$ cat src/rtl/pipeline_ctrl_pkg.sv
// pipeline_ctrl_pkg
// Shared types for the pipeline stall/flush sequencer: the sequencer FSM
// state encoding and the register-specifier width used by the hazard compare.
package pipeline_ctrl_pkg;

    // Register specifier width (x0..x31)
    localparam int REG_W = 5;

    typedef enum logic {
        RUN      = 1'b0,
        MEM_WAIT = 1'b1
    } state_t;

endpackage

$ cat src/rtl/pipeline_ctrl_if.sv
// pipeline_ctrl_if
// Bundle between the datapath and the stall/flush sequencer.
//   Datapath -> sequencer : hazard info (idex_*, ifid_*), branch_taken_i,
//                           exmem_memreq_i, dmem_ready_i
//   Sequencer -> datapath : dmem_req_o, per-stage enables and flushes,
//                           performance counters, mem_err_o, state_o (debug)
// Handshake: dmem_req_o mirrors exmem_memreq_i; an access completes in the
// cycle dmem_ready_i is high while the request is high. Ready without a
// request carries no meaning and is ignored.
interface pipeline_ctrl_if
    import pipeline_ctrl_pkg::*;
#(
    parameter int CNT_W = 32
) ();

    logic             idex_memread_i;
    logic [REG_W-1:0] idex_rd_i;
    logic [REG_W-1:0] ifid_rs1_i;
    logic [REG_W-1:0] ifid_rs2_i;
    logic             branch_taken_i;
    logic             exmem_memreq_i;
    logic             dmem_ready_i;

    logic             dmem_req_o;
    logic             pc_en_o;
    logic             ifid_en_o;
    logic             idex_en_o;
    logic             exmem_en_o;
    logic             memwb_en_o;
    logic             ifid_flush_o;
    logic             idex_flush_o;
    logic             memwb_flush_o;
    logic [CNT_W-1:0] stall_cycles_o;
    logic [CNT_W-1:0] flush_count_o;
    logic             mem_err_o;
    state_t           state_o;

    // Sequencer side
    modport master (
        input  idex_memread_i, idex_rd_i, ifid_rs1_i, ifid_rs2_i,
        input  branch_taken_i, exmem_memreq_i, dmem_ready_i,
        output dmem_req_o, pc_en_o, ifid_en_o, idex_en_o, exmem_en_o,
        output memwb_en_o, ifid_flush_o, idex_flush_o, memwb_flush_o,
        output stall_cycles_o, flush_count_o, mem_err_o, state_o
    );

    // Datapath side
    modport slave (
        output idex_memread_i, idex_rd_i, ifid_rs1_i, ifid_rs2_i,
        output branch_taken_i, exmem_memreq_i, dmem_ready_i,
        input  dmem_req_o, pc_en_o, ifid_en_o, idex_en_o, exmem_en_o,
        input  memwb_en_o, ifid_flush_o, idex_flush_o, memwb_flush_o,
        input  stall_cycles_o, flush_count_o, mem_err_o, state_o
    );

endinterface

$ cat src/rtl/pipeline_ctrl_sat_counter.sv
// sat_counter
// Up-counter that sticks at all-ones instead of wrapping.
//   clk   : clock
//   rst   : synchronous active-high clear
//   inc   : add one this cycle
//   count : current value
module sat_counter #(
    parameter int W = 32
) (
    input  logic         clk,
    input  logic         rst,
    input  logic         inc,
    output logic [W-1:0] count
);

    always_ff @(posedge clk) begin
        if (rst) begin
            count <= '0;
        end else if (inc && (count != '1)) begin
            count <= count + 1'b1;
        end
    end

endmodule

$ cat src/rtl/pipeline_ctrl.sv
// pipeline_ctrl
// Stall/flush sequencer for the 5-stage pipeline. Resolves, highest first:
// data-memory wait, load-use hazard, taken branch. Also keeps saturating
// stall/flush counters and a sticky memory-timeout error.
//   clk_i, rst_i : clock, synchronous active-high reset
//   bus          : pipeline_ctrl_if.master (hazard inputs, enables/flushes,
//                  dmem request, counters, error, debug state)
module pipeline_ctrl
    import pipeline_ctrl_pkg::*;
#(
    parameter int CNT_W       = 32,
    parameter int MEM_TIMEOUT = 255
) (
    input logic             clk_i,
    input logic             rst_i,
    pipeline_ctrl_if.master bus
);

    localparam int                WAIT_W   = $clog2(MEM_TIMEOUT + 1);
    localparam logic [WAIT_W-1:0] WAIT_MAX = WAIT_W'(MEM_TIMEOUT);

    state_t            r_state;
    state_t            w_next_state;
    logic [WAIT_W-1:0] r_wait_cnt;
    logic              r_mem_err;

    logic w_mem_stall;
    logic w_load_use;
    logic w_pc_en;
    logic w_ifid_en;
    logic w_idex_en;
    logic w_exmem_en;
    logic w_memwb_en;
    logic w_ifid_flush;
    logic w_idex_flush;
    logic w_memwb_flush;
    logic w_dmem_req;

    assign w_mem_stall = bus.exmem_memreq_i & ~bus.dmem_ready_i;

    // x0 is never written, so a load to x0 cannot create a dependency
    assign w_load_use = bus.idex_memread_i && (bus.idex_rd_i != '0) &&
                        ((bus.idex_rd_i == bus.ifid_rs1_i) ||
                         (bus.idex_rd_i == bus.ifid_rs2_i));

    // State register
    always_ff @(posedge clk_i) begin
        if (rst_i) begin
            r_state <= RUN;
        end else begin
            r_state <= w_next_state;
        end
    end

    // Next state: a zero-wait access never leaves RUN because the stall
    // term is already false in the request cycle.
    always_comb begin
        w_next_state = r_state;
        case (r_state)
            RUN:      if (w_mem_stall)  w_next_state = MEM_WAIT;
            MEM_WAIT: if (!w_mem_stall) w_next_state = RUN;
            default:  w_next_state = RUN;
        endcase
    end

    // Outputs: fixed-priority mux. Lower-priority events are simply not
    // acted on; the frozen front stages present them again later.
    always_comb begin
        w_pc_en       = 1'b1;
        w_ifid_en     = 1'b1;
        w_idex_en     = 1'b1;
        w_exmem_en    = 1'b1;
        w_memwb_en    = 1'b1;
        w_ifid_flush  = 1'b0;
        w_idex_flush  = 1'b0;
        w_memwb_flush = 1'b0;
        w_dmem_req    = bus.exmem_memreq_i;
        if (rst_i) begin
            w_ifid_flush  = 1'b1;
            w_idex_flush  = 1'b1;
            w_memwb_flush = 1'b1;
            w_dmem_req    = 1'b0;
        end else if (w_mem_stall) begin
            // Freeze the front; bubble into MEM_WB so WB never writes twice
            w_pc_en       = 1'b0;
            w_ifid_en     = 1'b0;
            w_idex_en     = 1'b0;
            w_exmem_en    = 1'b0;
            w_memwb_flush = 1'b1;
        end else if (w_load_use) begin
            // Branch operands are stale here; it is re-evaluated next cycle
            w_pc_en      = 1'b0;
            w_ifid_en    = 1'b0;
            w_idex_flush = 1'b1;
        end else if (bus.branch_taken_i) begin
            w_ifid_flush = 1'b1;
        end
    end

    // Wait counter tracks stalled cycles of the current access (the entry
    // cycle included), so the error fires after MEM_TIMEOUT stalled cycles.
    always_ff @(posedge clk_i) begin
        if (rst_i) begin
            r_wait_cnt <= '0;
            r_mem_err  <= 1'b0;
        end else begin
            if (w_next_state == RUN) begin
                r_wait_cnt <= '0;
            end else if (r_wait_cnt != WAIT_MAX) begin
                r_wait_cnt <= r_wait_cnt + 1'b1;
            end
            if (w_mem_stall && (r_wait_cnt >= WAIT_MAX - 1'b1)) begin
                r_mem_err <= 1'b1;
            end
        end
    end

    sat_counter #(.W(CNT_W)) u_stall_cnt (
        .clk   (clk_i),
        .rst   (rst_i),
        .inc   (~w_pc_en & ~rst_i),
        .count (bus.stall_cycles_o)
    );

    sat_counter #(.W(CNT_W)) u_flush_cnt (
        .clk   (clk_i),
        .rst   (rst_i),
        .inc   (w_ifid_flush & ~rst_i),
        .count (bus.flush_count_o)
    );

    assign bus.dmem_req_o    = w_dmem_req;
    assign bus.pc_en_o       = w_pc_en;
    assign bus.ifid_en_o     = w_ifid_en;
    assign bus.idex_en_o     = w_idex_en;
    assign bus.exmem_en_o    = w_exmem_en;
    assign bus.memwb_en_o    = w_memwb_en;
    assign bus.ifid_flush_o  = w_ifid_flush;
    assign bus.idex_flush_o  = w_idex_flush;
    assign bus.memwb_flush_o = w_memwb_flush;
    assign bus.mem_err_o     = r_mem_err;
    assign bus.state_o       = r_state;

endmodule

$ cat src/flat_wrapper.sv
// flat-port wrapper written by rule: the top's interface ports become plain ports
module pipeline_ctrl_flat import pipeline_ctrl_pkg::*;
#(
    parameter int CNT_W       = 32,
    parameter int MEM_TIMEOUT = 255
)
  (clk_i, rst_i, bus_idex_memread_i, bus_idex_rd_i, bus_ifid_rs1_i, bus_ifid_rs2_i, bus_branch_taken_i, bus_exmem_memreq_i, bus_dmem_ready_i, bus_dmem_req_o, bus_pc_en_o, bus_ifid_en_o, bus_idex_en_o, bus_exmem_en_o, bus_memwb_en_o, bus_ifid_flush_o, bus_idex_flush_o, bus_memwb_flush_o, bus_stall_cycles_o, bus_flush_count_o, bus_mem_err_o, bus_state_o);
  pipeline_ctrl_if #(.CNT_W(CNT_W)) bus_i ();
  input logic clk_i;
  input logic rst_i;
  input wire logic [$bits(bus_i.idex_memread_i)-1:0] bus_idex_memread_i;
  input wire logic [$bits(bus_i.idex_rd_i)-1:0] bus_idex_rd_i;
  input wire logic [$bits(bus_i.ifid_rs1_i)-1:0] bus_ifid_rs1_i;
  input wire logic [$bits(bus_i.ifid_rs2_i)-1:0] bus_ifid_rs2_i;
  input wire logic [$bits(bus_i.branch_taken_i)-1:0] bus_branch_taken_i;
  input wire logic [$bits(bus_i.exmem_memreq_i)-1:0] bus_exmem_memreq_i;
  input wire logic [$bits(bus_i.dmem_ready_i)-1:0] bus_dmem_ready_i;
  output wire logic [$bits(bus_i.dmem_req_o)-1:0] bus_dmem_req_o;
  output wire logic [$bits(bus_i.pc_en_o)-1:0] bus_pc_en_o;
  output wire logic [$bits(bus_i.ifid_en_o)-1:0] bus_ifid_en_o;
  output wire logic [$bits(bus_i.idex_en_o)-1:0] bus_idex_en_o;
  output wire logic [$bits(bus_i.exmem_en_o)-1:0] bus_exmem_en_o;
  output wire logic [$bits(bus_i.memwb_en_o)-1:0] bus_memwb_en_o;
  output wire logic [$bits(bus_i.ifid_flush_o)-1:0] bus_ifid_flush_o;
  output wire logic [$bits(bus_i.idex_flush_o)-1:0] bus_idex_flush_o;
  output wire logic [$bits(bus_i.memwb_flush_o)-1:0] bus_memwb_flush_o;
  output wire logic [$bits(bus_i.stall_cycles_o)-1:0] bus_stall_cycles_o;
  output wire logic [$bits(bus_i.flush_count_o)-1:0] bus_flush_count_o;
  output wire logic [$bits(bus_i.mem_err_o)-1:0] bus_mem_err_o;
  output wire logic [$bits(bus_i.state_o)-1:0] bus_state_o;
  assign bus_i.idex_memread_i = bus_idex_memread_i;
  assign bus_i.idex_rd_i = bus_idex_rd_i;
  assign bus_i.ifid_rs1_i = bus_ifid_rs1_i;
  assign bus_i.ifid_rs2_i = bus_ifid_rs2_i;
  assign bus_i.branch_taken_i = bus_branch_taken_i;
  assign bus_i.exmem_memreq_i = bus_exmem_memreq_i;
  assign bus_i.dmem_ready_i = bus_dmem_ready_i;
  assign bus_dmem_req_o = bus_i.dmem_req_o;
  assign bus_pc_en_o = bus_i.pc_en_o;
  assign bus_ifid_en_o = bus_i.ifid_en_o;
  assign bus_idex_en_o = bus_i.idex_en_o;
  assign bus_exmem_en_o = bus_i.exmem_en_o;
  assign bus_memwb_en_o = bus_i.memwb_en_o;
  assign bus_ifid_flush_o = bus_i.ifid_flush_o;
  assign bus_idex_flush_o = bus_i.idex_flush_o;
  assign bus_memwb_flush_o = bus_i.memwb_flush_o;
  assign bus_stall_cycles_o = bus_i.stall_cycles_o;
  assign bus_flush_count_o = bus_i.flush_count_o;
  assign bus_mem_err_o = bus_i.mem_err_o;
  assign bus_state_o = bus_i.state_o;
  pipeline_ctrl #(.CNT_W(CNT_W), .MEM_TIMEOUT(MEM_TIMEOUT)) u_core (.clk_i(clk_i), .rst_i(rst_i), .bus(bus_i));
endmodule
$ cat config.mk
export PLATFORM = sky130hd
export DESIGN_NAME = pipeline_ctrl_flat
export DESIGN_NICKNAME = d
export VERILOG_FILES = /design/src/rtl/pipeline_ctrl_pkg.sv /design/src/rtl/pipeline_ctrl_if.sv /design/src/rtl/pipeline_ctrl_sat_counter.sv /design/src/rtl/pipeline_ctrl.sv /design/src/flat_wrapper.sv
export SDC_FILE = /design/constraint.sdc
export NUM_CORES = 1
export LEC_CHECK = 0
export CORE_MARGIN = 2
export CORE_UTILIZATION = 35
export CTS_BUF_LIST = sky130_fd_sc_hd__clkbuf_8
export CTS_CLUSTER_DIAMETER = 30
export DETAILED_ROUTE_END_ITERATION = 6
export GPL_TIMING_DRIVEN = 0
export HOLD_SLACK_MARGIN = 0.15
export PLACE_DENSITY = 0.7
export SLEW_MARGIN = 20
export SYNTH_ARGS = -nofsm -noshare
export SYNTH_HDL_FRONTEND = slang
export SYNTH_SLANG_ARGS = --single-unit
$ cat constraint.sdc
create_clock -name clk_i -period 4 [get_ports clk_i]
set_clock_uncertainty 0.2 [all_clocks]
set_input_delay 0.8 -clock clk_i [delete_from_list [all_inputs] [get_ports clk_i]]
set_output_delay 0.8 -clock clk_i [all_outputs]
set_load 0.05 [all_outputs]
### Yosys cells after proc, flatten, opt, wreduce, memory -nomap -nowiden

Index checks and enable logic that the tools add are counted.

* register bits after elaboration: 74
* bits of input ports: 21
* output and inout bits: 75
* word-level logic and storage cells: 44

* add/sub/neg operators: 3
* order comparisons: 1
* equality and inequality tests: 5
* muxes and demuxes: 15
* bitwise logic cells: 7
* reductions and logical operators: 8

Operators with widths (number)
* $add A32 B1 Y32 const B: 2
* $ne A32 B32 Y1 const B: 2
* $mux W1: 15
* $eq A5 B5 Y1: 2
* $add A8 B1 Y8 const B: 1
* $ge A8 B8 Y1 const B: 1
* $ne A8 B8 Y1 const B: 1
* $logic_and A1 B1 Y1: 5
* $reduce_bool A5 Y1: 1
* $not A1 Y1: 4
* $and A1 B1 Y1: 3
* $reduce_or A2 Y1: 1
* $logic_or A1 B1 Y1: 1

### Depth between registers and ports, before layout

Gate-level depths: netlist of run 1.

* word-level depth: 9
* depth in mapped cells: 9
* mapped depth without buffers: 7

### Modules after synthesis

From an unflattened synthesis of run 1, not the netlist that was laid out.

* cell total of the unflattened synthesis: 482
* area, all modules: 4033.9 um^2

Modules (own cells, without submodules)
* sat_counter: times used 2, cells an instance 199, area an instance 1674.1 um^2, sequential area each 640.6 um^2
* pipeline_ctrl: times used 1, cells an instance 84, area an instance 685.7 um^2, sequential area each 200.2 um^2

### Worst setup path before layout of run 1

Ideal clock, no wire load.

* path kind: input -> output
* start: input port rst_i
* end: output port bus_idex_en_o
* data arrival time: 2.832 ns
* setup slack: 0.168 ns
* stages: 5
* cells stage by stage: clkbuf_1 nor2b_1 nor2b_1 clkinv_1 buf_4

* word-level cells in the longest chain between the ends: 1

RTL lines
* start, declared: RTL line flat_wrapper.sv:10 `input logic rst_i;`
* $mux W1
* end, declared: RTL line flat_wrapper.sv:21 `output wire logic [$bits(bus_i.idex_en_o)-1:0] bus_idex_en_o;`

Every way passes these cells.

### Worst setup path after layout of run 1

* start: input port bus_idex_rd_i[0]
* end: output port bus_ifid_flush_o

* word-level cells in the longest chain between the ends: 6

RTL lines
* start, declared: RTL line flat_wrapper.sv:12 `input wire logic [$bits(bus_i.idex_rd_i)-1:0] bus_idex_rd_i;`
* $eq A5 B5 Y1, or another cell as far along: RTL line pipeline_ctrl.sv:43 `((bus.idex_rd_i == bus.ifid_rs1_i) ||`
* $logic_or A1 B1 Y1 / $logic_and A1 B1 Y1 (equally long branches): RTL line pipeline_ctrl.sv:43, pipeline_ctrl.sv:42
* $logic_and A1 B1 Y1 *: RTL line pipeline_ctrl.sv:42 `assign w_load_use = bus.idex_memread_i && (bus.idex_rd_i != '0) &&`
* $mux W1 *: RTL line pipeline_ctrl.sv:90 `end else if (w_load_use) begin`
* $mux W1 *: RTL line pipeline_ctrl.sv:83 `end else if (w_mem_stall) begin`
* $mux W1 *: RTL line pipeline_ctrl.sv:78 `if (rst_i) begin`
* end, declared: RTL line flat_wrapper.sv:24 `output wire logic [$bits(bus_i.ifid_flush_o)-1:0] bus_ifid_flush_o;`

Mark *: on every way between the ends. The rest lies on a longest branch, timed or not.

==> flow_summary.yaml, run 1 <==
status:
  status: "finished, final reports clean"
die:
  rows: 39
  num_io_pins: 96
  fp.dieArea_um2: 12400
  die_y_um: 111
  start_util: 0.356
  coreArea_um2: 11300
  die_w_um: 111
critical_path:
  start_kind: "input port"
  ff2ff_setup_slack_ns: 1.22
  end_kind: "output pin"
  critical_path_class: "in -> out"
  cp.arrival_ns: 2.76
  r2r_cells: 7
  crit_start: "bus_idex_rd_i[0]"
  cp.required_ns: 3.00
  crit_path_max_fanout: 19
  r2r-end: "u_core.u_flush_cnt.count[12]"
  r2r-start: "u_core.u_flush_cnt.count[0]"
routing:
  drt_wl_total_um: 11700
  drt.antenna.violating_nets: 0
  via_per_inst: 5.56
  wl_per_cell_um: 15.9
  vias: 4082
  dr.pass1.iters: 5
  drt_iter0_markers: 247
  drc: 0
logic_synthesis:
  synth_top_area_share: 0.367
  synth-seq-cells: 74
  synth-edff-count: 0
  async_reset_ff_frac: 0
  syn_area_per_cell_um2: 8.37
  syn_area_um2: 4030
  synth_cells: 482
  ys_warn_count: 0
  synthDistinctLibCells: 49
  ys_seq_area_frac: 0.367
  yosysTopAreaCell: "dfxtp_1"
  synthFlopType: "dfxtp_1"
  yosys-top-cells-area: "dfxtp_1 (37%), a21oi_1 (4.7%), or4_1 (4.7%), mux2_2 (4.5%), nand3_1 (4.3%)"
  syn_nets: 507
clocking:
  hold_buffers: 0
  clk_pin_slew_ns: 0.08
  clk_path_buf_depth: 2
  cts_root_buf: "clkbuf_8"
  cts_buffers: 9
  cts_tree: "yes"
  worstSkewPairLatency_ns: 0.36
  h-tree-depth: 3
  cts_sinks: 74
worst_hold_path:
  hp-class: "reg -> reg"
  worstHoldPathCells: 2
  holdPathEnd: "u_core.bus.mem_err_o"
  hp-start: "u_core.bus.mem_err_o"
layout:
  final_common_cell: "clkdlybuf4s50_1"
  register_area_um2: 1480
  area_delta_synth_final_pct: 32.9
  utilization: 0.474
  multi_input_area_um2: 2360
  nFillCells: 1109
  final_cell_mix: "clkdlybuf4s50_1 (89), dfxtp_1 (74), nor2_1 (44), a21oi_1 (38), nand3_1 (35)"
  nets: 611
  antennaDiodeCount: 0
  layout-drive-gt1-share: 0.102
timing:
  setup_viol: 0
  post-route-min-period_ns: 3.76
  maxSlewViolCount: 0
  timing.setup.tns_ns: 0
  max_freq_mhz: 266
  tightestPinTransition_ns: 0.701
  max-slew-margin-rel: 0.533
  grt_setup_unrepaired: "no"
  final_hold_viol_count: 0
  fin_ws_ns: 0.236
  period_share: 0.941
place:
  dpl_worst_slack_ns: -0.696
  finalWeightedCongestion: 0.886
  portBuffers: 93
  hpwl_um: 8570
global_routing:
  grt_usage: 0.187
  grt_pass1_vias: 3918
  grt-ovfl-total: 0
  grt_max_degree: 20
  antenna_found_initial: 0
  grt_pass1_wl_um: 19100
power_and_ir_drop:
  peakVddDrop_mv: 0.149
  pwr_density_cell_nw_per_um2: 291
  p_leak_nw: 1.70
  power.total_w: 0.00156
flow_run:
  drv_cap: 0
report_power, final:
group / switching [W] / leakage, nW / total [W] / internal [W]
registers: 0.00000508 / 0.597 / 0.000745 / 0.000740
clock network: 0.000284 / 0.113 / 0.000648 / 0.000364
logic: 0.000108 / 0.985 / 0.000168 / 0.0000604
total: 0.000397 / 1.70 / 0.00156 / 0.00116
timing repair:
item                       in CTS  in global routing
setup endpoints to repair       4                  2
cloned                          0                  0
pin swaps                       2                  1
setup buffers                   1                  1
gates resized for setup        13                  1
synthesized netlist by cell type (all sizes together) (2+ instances only):
| cell type | count |
|---|---|
| nand2b | 5 |
| xor2 | 3 |
| nor2b | 23 |
| nor3 | 11 |
| o31ai | 22 |
| dfxtp | 74 |
| nand4 | 18 |
| xnor2 | 19 |
| nand2 | 29 |
| or3 | 14 |
| nor4 | 13 |
| o21ai | 19 |
| ha | 4 |
| mux2 | 17 |
| inv | 14 |
| or4 | 27 |
| nand3 | 36 |
| buf | 9 |
| a21oi | 38 |
| nor2 | 44 |
| mux2i | 2 |
| clkbuf | 15 |
| a211oi | 2 |
| and3 | 10 |
how the worst max path moves through the flow:
stage	endpoint	slack, ns
2_1_floorplan	bus_idex_en_o	0.17
6_report	bus_ifid_flush_o	0.24
3_5_place_dp	bus_pc_en_o	-0.70
3_3_place_gp	bus_pc_en_o	-0.67
5_1_grt	bus_idex_flush_o	0.14
4_1_cts	bus_idex_en_o	0.08
state kept, by name, indices dropped and copies added (netlist names):
name / flops
u_core.r_wait_cnt: 8
u_core.u_stall_cnt.count: 32
u_core.bus.mem_err_o: 1
u_core.bus.state_o: 1
u_core.u_flush_cnt.count: 32
logic make-up after synthesis:
group                      synth area share
xor gates and xnor gates             0.0478
and+or+nand+nor                       0.324
muxes                                0.0524
DFF                                   0.367
other                              0.000930
adders and majority gates            0.0124
AOI/OAI and AO/OA                     0.147
buffers and inverters                0.0484
final cells by class:
type                            instances  area share
Buffer                                 22      0.0245
Clock buffer                           10      0.0257
Clock inverter                          6      0.0152
Inverter                               15      0.0105
Multi-Input combinational cell        369       0.440
Sequential cell                        74       0.276
Tap cell                              143      0.0334
Timing Repair Buffer                   95       0.175
per-stage QoR:
stage	hold WS, ns	instance area (µm²)	std cells
after CTS	0.288	5360	733
after global routing	0.313	5360	734
after floorplan	0.311	4030	482
final	0.284	5360	734
after detailed placement	0.267	5140	718
after global placement	0.261	5140	718
routing by layer:
metal  routed length, µm  up-vias  global-route usage  part of all wire
li1                    -     1981                   -                 -
met1                5180     1958               0.242              0.44
met2                5590      123               0.313              0.48
met3                 695       20              0.0310             0.059
met4                 223        0              0.0724             0.019
met5                   0        -                   0                 0
critical path, stage by stage:
cell             delay, ns
clkdlybuf4s50_1       0.48
or4_4                 0.58
o21ai_4               0.26
o211ai_4              0.12
buf_6                 0.18
nand2b_1              0.07
buf_2                 0.27
(Power assumes the default switching activity.)
==> run 2: changes to the inputs <==
--- a/config.mk
+++ b/config.mk
@@ -10,7 +10,7 @@
 export CTS_BUF_LIST = sky130_fd_sc_hd__clkbuf_8
 export CTS_CLUSTER_DIAMETER = 30
 export DETAILED_ROUTE_END_ITERATION = 6
-export GPL_TIMING_DRIVEN = 0
+export GPL_TIMING_DRIVEN = 1
 export HOLD_SLACK_MARGIN = 0.15
 export PLACE_DENSITY = 0.7
 export SLEW_MARGIN = 20
==> flow_summary.yaml, run 2 (synthesized netlist as in run 1, its figures left out) <==
layout:
  nets: 593
  layout-drive-gt1-share: 0.103
  area_delta_synth_final_pct: 31.0
  multi_input_area_um2: 2360
  final_cell_mix: "clkdlybuf4s50_1 (87), dfxtp_1 (74), nor2_1 (44), a21oi_1 (38), nand3_1 (35)"
  largestRegisters: "u_core.u_flush_cnt.count: 32 flops, u_core.u_stall_cnt.count: 32 flops, u_core.r_wait_cnt: 8 flops"
  final_common_cell: "clkdlybuf4s50_1"
  nFillCells: 1111
  antennaDiodeCount: 0
  fin_area_um2: 5290
  register_area_um2: 1480
critical_path:
  cp.required_ns: 3.00
  start_kind: "input port"
  r2r-start: "u_core.u_stall_cnt.count[0]"
  cp.arrival_ns: 2.55
  endpoint: "bus_pc_en_o"
  r2r_cells: 7
  end_kind: "output pin"
  r2r-end: "u_core.u_stall_cnt.count[30]"
  crit_path_max_fanout: 5
  crit_start: "bus_idex_rd_i[0]"
  critical_path_class: "in -> out"
  ff2ff_setup_slack_ns: 1.19
global_routing:
  grt-ovfl-total: 0
  antenna_found_initial: 0
  grt_pass1_wl_um: 17100
  grt_usage: 0.165
  grt_max_degree: 85
  grt_pass1_vias: 3639
timing:
  period_share: 0.887
  fin_ws_ns: 0.453
  tightestPinTransition_ns: 0.829
  timing.setup.tns_ns: 0
  max_freq_mhz: 282
  setup_viol: 0
  post-route-min-period_ns: 3.55
  final_hold_viol_count: 0
  grt_setup_unrepaired: "no"
  maxSlewViolCount: 0
  max-slew-margin-rel: 0.447
place:
  portBuffers: 94
  dpl_cell_area_um2: 5040
  dpl_worst_slack_ns: 0.446
  finalWeightedCongestion: 0.885
  hpwl_um: 7470
die:
  die_w_um: 111
  start_util: 0.356
  coreArea_um2: 11300
  rows: 39
  num_io_pins: 96
  fp.dieArea_um2: 12400
  die_y_um: 111
clocking:
  h-tree-depth: 3
  cts_resized: 0
  worstSkewPairLatency_ns: 0.35
  clk_path_buf_depth: 2
  clk_pin_slew_ns: 0.08
  hold_buffers: 0
  cts_tree: "yes"
  post_cts_buffers: 0
  cts_root_buf: "clkbuf_8"
  cts_sinks: 74
  cts_buffers: 9
routing:
  via_per_inst: 5.43
  drt.antenna.violating_nets: 0
  drc: 0
  drt_wl_total_um: 10500
  vias: 3891
  dr.pass1.iters: 5
  drt_iter0_markers: 209
  wl_per_cell_um: 14.7
power_and_ir_drop:
  pwr_density_cell_nw_per_um2: 306
  p_leak_nw: 1.67
  peakVddDrop_mv: 0.159
worst_hold_path:
  hp-class: "reg -> reg"
status:
  status: "finished, final reports clean"
flow_run:
  drv_cap: 0
==> run 2: worst min-delay path by stage <==
stage,start,to,cells past startpoint
after detailed placement,u_core.bus.mem_err_o,u_core.bus.mem_err_o,2
after CTS,u_core.bus.mem_err_o,u_core.bus.mem_err_o,2
final,u_core.bus.mem_err_o,u_core.bus.mem_err_o,2
after global placement,u_core.bus.mem_err_o,u_core.bus.mem_err_o,2
after global routing,u_core.u_flush_cnt.count[11],u_core.u_flush_cnt.count[11],2
after floorplan,u_core.r_wait_cnt[4],u_core.r_wait_cnt[4],2
==> run 2: area by class of cell <==
cell class	count	share of cell area
Clock buffer	9	0.0234
Clock inverter	7	0.0222
Inverter	15	0.0107
Multi-Input combinational cell	369	0.446
Sequential cell	74	0.280
Tap cell	143	0.0338
Timing Repair Buffer	99	0.184
==> run 2: stage by stage <==
stage / cells / utilization / total power [W] / hold WS [ns]
after detailed placement: 700 / 0.446 / 0.000917 / 0.264
after global placement: 700 / 0.446 / 0.000914 / 0.256
after CTS: 716 / 0.467 / 0.00163 / 0.284
after global routing: 716 / 0.467 / 0.00167 / 0.334
after floorplan: 482 / - / 0.000864 / 0.311
final: 716 / 0.467 / 0.00162 / 0.281
==> run 2: routing by layer <==
| layer | track usage | share of wire | vias to the layer above |
|---|---|---|---|
| li1 | - | - | 1948 |
| met1 | 0.208 | 0.45 | 1844 |
| met2 | 0.281 | 0.49 | 90 |
| met3 | 0.0408 | 0.054 | 9 |
| met4 | 0.0486 | 0.0079 | 0 |
| met5 | 0 | 0 | - |
==> run 2: critical path, cell delays in order <==
cell	delay, ns
clkdlybuf4s50_1	0.47
or4_4	0.57
o21ai_4	0.29
o21ai_4	0.07
nand2b_1	0.12
buf_4	0.22
==> run 2: power breakdown <==
part / leakage [nW] / internal, W / total, W / switching (W)
clock network: 0.123 / 0.000415 / 0.000717 / 0.000302
registers: 0.597 / 0.000740 / 0.000745 / 0.00000556
logic: 0.948 / 0.0000558 / 0.000154 / 0.0000986
